<file path="src/rtl/sb_uart_rx.sv">
// sb_uart_rx: UART receiver for the SB_IO D_IN_0 pad output.
// Two-flop synchroniser, mid-bit sampling with a down-counter, and a
// one-entry valid/ready holding register with frame/overrun pulses.
// Optional even parity: define SB_UART_RX_PARITY_EN to add the PARITY
// state and the PARITY_ERR port.
module sb_uart_rx #(
   parameter int CLK_DIV   = 104,
   parameter int DATA_BITS = 8
) (
   input  logic                 C,
   input  logic                 R,
   input  logic                 RXD,
   output logic [DATA_BITS-1:0] DATA,
   output logic                 VALID,
   input  logic                 READY,
   output logic                 BUSY,
   output logic                 FRAME_ERR,
   output logic                 OVERRUN
`ifdef SB_UART_RX_PARITY_EN
   ,
   output logic                 PARITY_ERR
`endif
);

   localparam int CW = $clog2(CLK_DIV);
   localparam int IW = $clog2(DATA_BITS);
   localparam logic [CW-1:0] RELOAD = CW'(CLK_DIV - 1);
   localparam logic [CW-1:0] HALF   = CW'(CLK_DIV / 2 - 1);
   localparam logic [IW-1:0] LAST   = IW'(DATA_BITS - 1);

   typedef enum logic [2:0] {
      S_IDLE,
      S_START,
      S_DATA,
      S_PARITY,
      S_STOP,
      S_BREAK
   } state_t;

   state_t               state, state_n;
   logic                 sync1, rx_s;
   logic [CW-1:0]        cnt, cnt_n, cnt_step;
   logic [IW-1:0]        idx, idx_n;
   logic [DATA_BITS-1:0] shreg, shreg_n;
   logic                 sample;
   logic                 deliver;
   logic                 frame_err;
   logic [DATA_BITS-1:0] data_q;
   logic                 valid_q;
   logic                 fe_q;
   logic                 ov_q;
`ifdef SB_UART_RX_PARITY_EN
   logic                 par_bad, par_bad_n;
   logic                 pe_q;
`endif

   assign sample   = (cnt == '0);
   assign cnt_step = sample ? RELOAD : cnt - CW'(1);

   // Two-flop synchroniser for the asynchronous serial line
   always_ff @(posedge C) begin
      if (R) begin
         sync1 <= 1'b1;
         rx_s  <= 1'b1;
      end else begin
         sync1 <= RXD;
         rx_s  <= sync1;
      end
   end

   // FSM state, bit timer, bit index and shift register
   always_ff @(posedge C) begin
      if (R) begin
         state <= S_IDLE;
         cnt   <= '0;
         idx   <= '0;
         shreg <= '0;
`ifdef SB_UART_RX_PARITY_EN
         par_bad <= 1'b0;
`endif
      end else begin
         state <= state_n;
         cnt   <= cnt_n;
         idx   <= idx_n;
         shreg <= shreg_n;
`ifdef SB_UART_RX_PARITY_EN
         par_bad <= par_bad_n;
`endif
      end
   end

   // Next-state logic: start detect, mid-bit sampling, stop/break handling
   always_comb begin
      state_n   = state;
      cnt_n     = cnt;
      idx_n     = idx;
      shreg_n   = shreg;
      deliver   = 1'b0;
      frame_err = 1'b0;
`ifdef SB_UART_RX_PARITY_EN
      par_bad_n = par_bad;
`endif
      case (state)
         S_IDLE: begin
            if (!rx_s) begin
               state_n = S_START;
               cnt_n   = HALF;
            end
         end
         S_START: begin
            cnt_n = cnt_step;
            if (sample) begin
               state_n = rx_s ? S_IDLE : S_DATA;
               idx_n   = '0;
            end
         end
         S_DATA: begin
            cnt_n = cnt_step;
            if (sample) begin
               shreg_n[idx] = rx_s;
               if (idx == LAST) begin
`ifdef SB_UART_RX_PARITY_EN
                  state_n = S_PARITY;
`else
                  state_n = S_STOP;
`endif
               end else begin
                  idx_n = idx + IW'(1);
               end
            end
         end
`ifdef SB_UART_RX_PARITY_EN
         S_PARITY: begin
            cnt_n = cnt_step;
            if (sample) begin
               par_bad_n = rx_s ^ (^shreg);
               state_n   = S_STOP;
            end
         end
`endif
         S_STOP: begin
            cnt_n = cnt_step;
            if (sample) begin
               if (rx_s) begin
                  deliver = 1'b1;
                  state_n = S_IDLE;
               end else begin
                  frame_err = 1'b1;
                  state_n   = S_BREAK;
               end
            end
         end
         S_BREAK: begin
            if (rx_s) state_n = S_IDLE;
         end
         default: state_n = S_IDLE;
      endcase
   end

   // Holding register with valid/ready handshake and error pulses
   always_ff @(posedge C) begin
      if (R) begin
         data_q  <= '0;
         valid_q <= 1'b0;
         fe_q    <= 1'b0;
         ov_q    <= 1'b0;
`ifdef SB_UART_RX_PARITY_EN
         pe_q    <= 1'b0;
`endif
      end else begin
         fe_q <= frame_err;
         ov_q <= 1'b0;
`ifdef SB_UART_RX_PARITY_EN
         pe_q <= deliver & par_bad;
`endif
         if (deliver) begin
            if (!valid_q || READY) begin
               data_q  <= shreg;
               valid_q <= 1'b1;
            end else begin
               ov_q <= 1'b1;
            end
         end else if (valid_q && READY) begin
            valid_q <= 1'b0;
         end
      end
   end

   assign DATA      = data_q;
   assign VALID     = valid_q;
   assign BUSY      = (state != S_IDLE);
   assign FRAME_ERR = fe_q;
   assign OVERRUN   = ov_q;
`ifdef SB_UART_RX_PARITY_EN
   assign PARITY_ERR = pe_q;
`endif

endmodule
</file>
<file path="config.mk">
export PLATFORM = sky130hd
export DESIGN_NAME = sb_uart_rx
export DESIGN_NICKNAME = d
export VERILOG_FILES = /design/src/rtl/sb_uart_rx.sv
export SDC_FILE = /design/constraint.sdc
export NUM_CORES = 1
export LEC_CHECK = 0
export BUFFER_PORTS_ARGS = -buffer_cell sky130_fd_sc_hd__buf_2
export CORE_MARGIN = 2
export CORE_UTILIZATION = 55
export DETAILED_ROUTE_END_ITERATION = 16
export PLACE_DENSITY = 0.79
export SETUP_SLACK_MARGIN = 0.5
export SLEW_MARGIN = 20
export SYNTH_ARGS = -nofsm -noshare
export SYNTH_HDL_FRONTEND = slang
export SYNTH_SLANG_ARGS = --single-unit
</file>
<file path="constraint.sdc">
create_clock -name C -period 4.7 [get_ports C]
set_input_delay 0.47 -clock C [delete_from_list [all_inputs] [get_ports C]]
set_output_delay 0.47 -clock C [all_outputs]
set_load 0.01 [all_outputs]
</file>
==> metrics.md <==
| Metric | Value |
|---|---|
| Status | `finished, final reports clean` |
| Slew HR | `52.8%` |
| Worst EP arrival | `between 2 and 2.5 ns` |
| Final min period | `roughly 2.1 ns` |
| RD Place Congestion | `0.931` |
| Core area | `3000 sq um` |
| Fin worst setup slack | `~2.6 ns` |
| Layout cells sized above 1 | `16.3%` |
| Number of port buffers | `15` |
| Reg clk slew, reported paths | `0.11 ns` |
| Clock network fraction of design power | `25.7%` |
| Net Sw Frac | `37.4%` |
| Post-synth ARST share | `0%` |
| Antenna-violating nets left | `0` |
| Postcts setup bufs | `0` |
| Post-synth EDFFs | `0` |
| Slew Viols, Final | `0` |
| Met2 routed WL | `1.80 mm` |
| Crit path largest cell delay | `0.48 ns` |
| Metal3 WL | `approximately 350 microns` |
| Critical Path Sink Type | `register` |
| Worst VDD drop | `about 0.27 mV` |
| Power per Cell Area | `390 nW/um^2` |
| Vias in the first global route | `1,471` |
| Total vias in the final route | `1,601` |
| Clock root cell | `clkbuf_4` |
| Final wirelength | `3.85 mm` |
| I/O Pins | `16` |
| Main flop type after synthesis | `dfxtp_1` |
| RSZ-0062 raised after global routing | `false` |
| Switching power | `approximately 270 uW` |
| Setup-failing EPs final | `0` |
| Final hold viol count | `0` |
| First-pass GRT wire length | `6.66 mm` |
| WL/cell | `15.9 microns` |
| Seq pwr share | `46.0%` |
| Footprint of the multi-input gates | `~950 sq um` |
| H-tree levels | `2` |
| Library cells used by synthesis | `45` |
| Crit path top cell by count | `ha_1` |
| Die Ht | `about 60 microns` |
| DRT Pass-1 Iters | `7` |
| CTS tree | `yes` |
| Reg2reg setup slack | `2.55 ns` |
| Max Clock Skew | `0.0105 ns` |
| Rows | `20` |
| Syn Nets | `~200` |
| Initial core utilization | `57.2%` |
| Largest net degree at the start of global routing | `36` |
| Width of the chip | `between 50 and 60 microns` |
| Max Cap Viol | `0` |
| Crit path kind | `reg2reg` |
| Comb power frac | `28.4%` |
| Worst-Skew Late Latency | `0.36 ns` |
| Top Metal Used | `met4` |
| Pre-CTS setup slack | `2.57 ns` |
| Critical path fanouts, max | `7` |
| Number of synthesized register bits | `34` |
| Post-CTS Hold Fix Bufs | `0` |
| FF/Latch Area | `681 sq um` |
| Iter 0 DRT Violations | `85` |
| Syn avg cell area | `8.67 sq um` |
| Worst Hold Class | `in2reg` |
| Period Utilization, post-route | `a little under half` |
| GR Util All Layers | `24.8%` |
| Max clock buf depth | `2` |
| Yosys warns | `0` |
| Sequential fraction of the synthesis area | `approximately two fifths` |
| Nets | `216` |
| Setup_tns | `0 ns` |
| Total CTS buffers | `5` |
| Post_cts resized | `0` |
| P_leak | `between 0.7 and 0.8 nW` |
| Clock net sink count | `34` |
| Synthesized instance count | `approximately 200` |
| Fillcell total | `~250` |
| Metal1 wirelength | `~1.6 mm` |
| Die footprint | `3580 sq um` |
| Area grow syn2layout | `7.73%` |
| P_int | `452 uW` |
| Post-DP HPWL | `between 2 and 3 mm` |
| Util after Layout | `61.6%` |
| Crit start category | `register` |
| Post-synthesis cell area | `1720 sq um` |
| Vias/cell | `6.62` |
| Worst-path cell chain | `ha_1 > ha_1 > or3b_2 > a2111oi_4 > mux2i_1 > nor2_1` |
| DRC viols | `0` |
| FMAX | `466 MHz` |
| Critical Path Slowest Stage Cell | `or3b_2` |
| CP Data Required Time | `4.93 ns` |
| Antenna violations before repair | `0` |
| Worst-margin pin slew | `0.698 ns` |
| Total grt overflow | `0` |
| N_diodes | `0` |
-- cells by family (layout without fill, tap and decap cells) --
group | Yosys count | in the layout | synth area share [%]
buffers and inverters | 20 | 31 | 4.96
XOR/XNOR | 1 | 1 | 0.510
flip-flops | 34 | 34 | 39.6
adder cells (fa/ha/maj) | 4 | 4 | 2.92
AND/OR/NAND/NOR | 79 | 79 | 26.8
multiplexers | 9 | 9 | 5.25
AO/OA/AOI/OAI | 51 | 51 | 19.9
-- through the flow --
stage | cells | hold slack (ns) | total power, mW | instance area, sq um
6_report | 242 | 0.288 | 0.721 | 1850
5_1_grt | 242 | 0.284 | 0.760 | 1850
3_3_place_gp | 234 | 0.394 | 0.527 | 1780
3_5_place_dp | 234 | 0.400 | 0.536 | 1780
2_1_floorplan | 198 | 0.389 | 0.496 | 1720
4_1_cts | 242 | 0.279 | 0.717 | 1850
-- placed cells by master, fill, tap and decap left out, types with 2 or more instances in the layout --
cell,count
clkbuf_4,5
nor2_1,19
a221oi_1,2
nand3_1,12
nor2b_1,3
nand4_1,9
nor4bb_1,3
nor3_1,5
nand2_1,4
a211oi_1,4
ha_1,4
a21oi_1,13
a31oi_1,2
a21o_1,2
a31o_2,2
dfxtp_1,34
nor4b_1,2
nor4_1,3
inv_1,7
mux2i_1,9
o21ai_0,16
buf_2,15
or2_2,2
o22ai_1,2
nand2b_1,8
-- area by class of cell --
type,instances,area share (%)
multi-input combinational,144,51.4
sequential,34,36.8
timing repair buffer,16,4.47
clock buffer,6,2.77
tap,33,2.23
inverter,7,1.42
clock inverter,2,0.880
-- state kept, by name, summed over array words and instances (netlist names) --
| register | cells |
|---|---|
| cnt | 7 |
| rx_s | 1 |
| sync1 | 1 |
| VALID | 1 |
| state | 3 |
| shreg | 8 |
| FRAME_ERR | 1 |
| DATA | 8 |
| OVERRUN | 1 |
| idx | 3 |
-- critical path, delay by kind of cell, from the launching register on --
kind,cells,cell delay [ns]
adders and majority gates,2,0.45
DFF,1,0.39
AOI/OAI and AO/OA,1,0.41
and+or+nand+nor,2,0.54
muxes,1,0.23
-- layer usage --
metal	GRT usage, %	vias up
met5	0	-
met4	10.8	0
met3	6.28	8
met2	40.4	82
met1	30.7	764
li1	-	747
-- Yosys cell counts (all sizes together), types with 4 or more instances --
master / number / area (sq um)
a211oi: 4 / 30.0
a21oi: 13 / 65.1
buf: 5 / 28.8
clkbuf: 8 / 30.0
dfxtp: 34 / 681
ha: 4 / 50.1
inv: 7 / 26.3
mux2i: 9 / 90.1
nand2: 4 / 15.0
nand2b: 8 / 50.1
nand3: 12 / 60.1
nand4: 9 / 56.3
nor2: 20 / 77.6
nor3: 5 / 25.0
nor4: 4 / 40.0
o21ai: 16 / 80.1
-- path summary, 6_finish.rpt --
check                      start                  end  cells past startpoint
min                          RXD     sync1$_SDFF_PP1_                      2
min reg2reg     sync1$_SDFF_PP1_      rx_s$_SDFF_PP1_                      1
max reg2reg  idx[0]$_SDFFE_PP0P_  idx[0]$_SDFFE_PP0P_                      6
max          idx[0]$_SDFFE_PP0P_  idx[0]$_SDFFE_PP0P_                      6
-- power by group through the flow --
stage / logic [mW] / clock network (mW) / registers, mW
5_1_grt: 0.229 / 0.196 / 0.335
2_1_floorplan: 0.171 / 0 / 0.325
3_5_place_dp: 0.200 / 0 / 0.337
6_report: 0.205 / 0.185 / 0.331
4_1_cts: 0.200 / 0.187 / 0.330
3_3_place_gp: 0.192 / 0 / 0.335
Note: power is estimated with default switching activity, not from simulation.
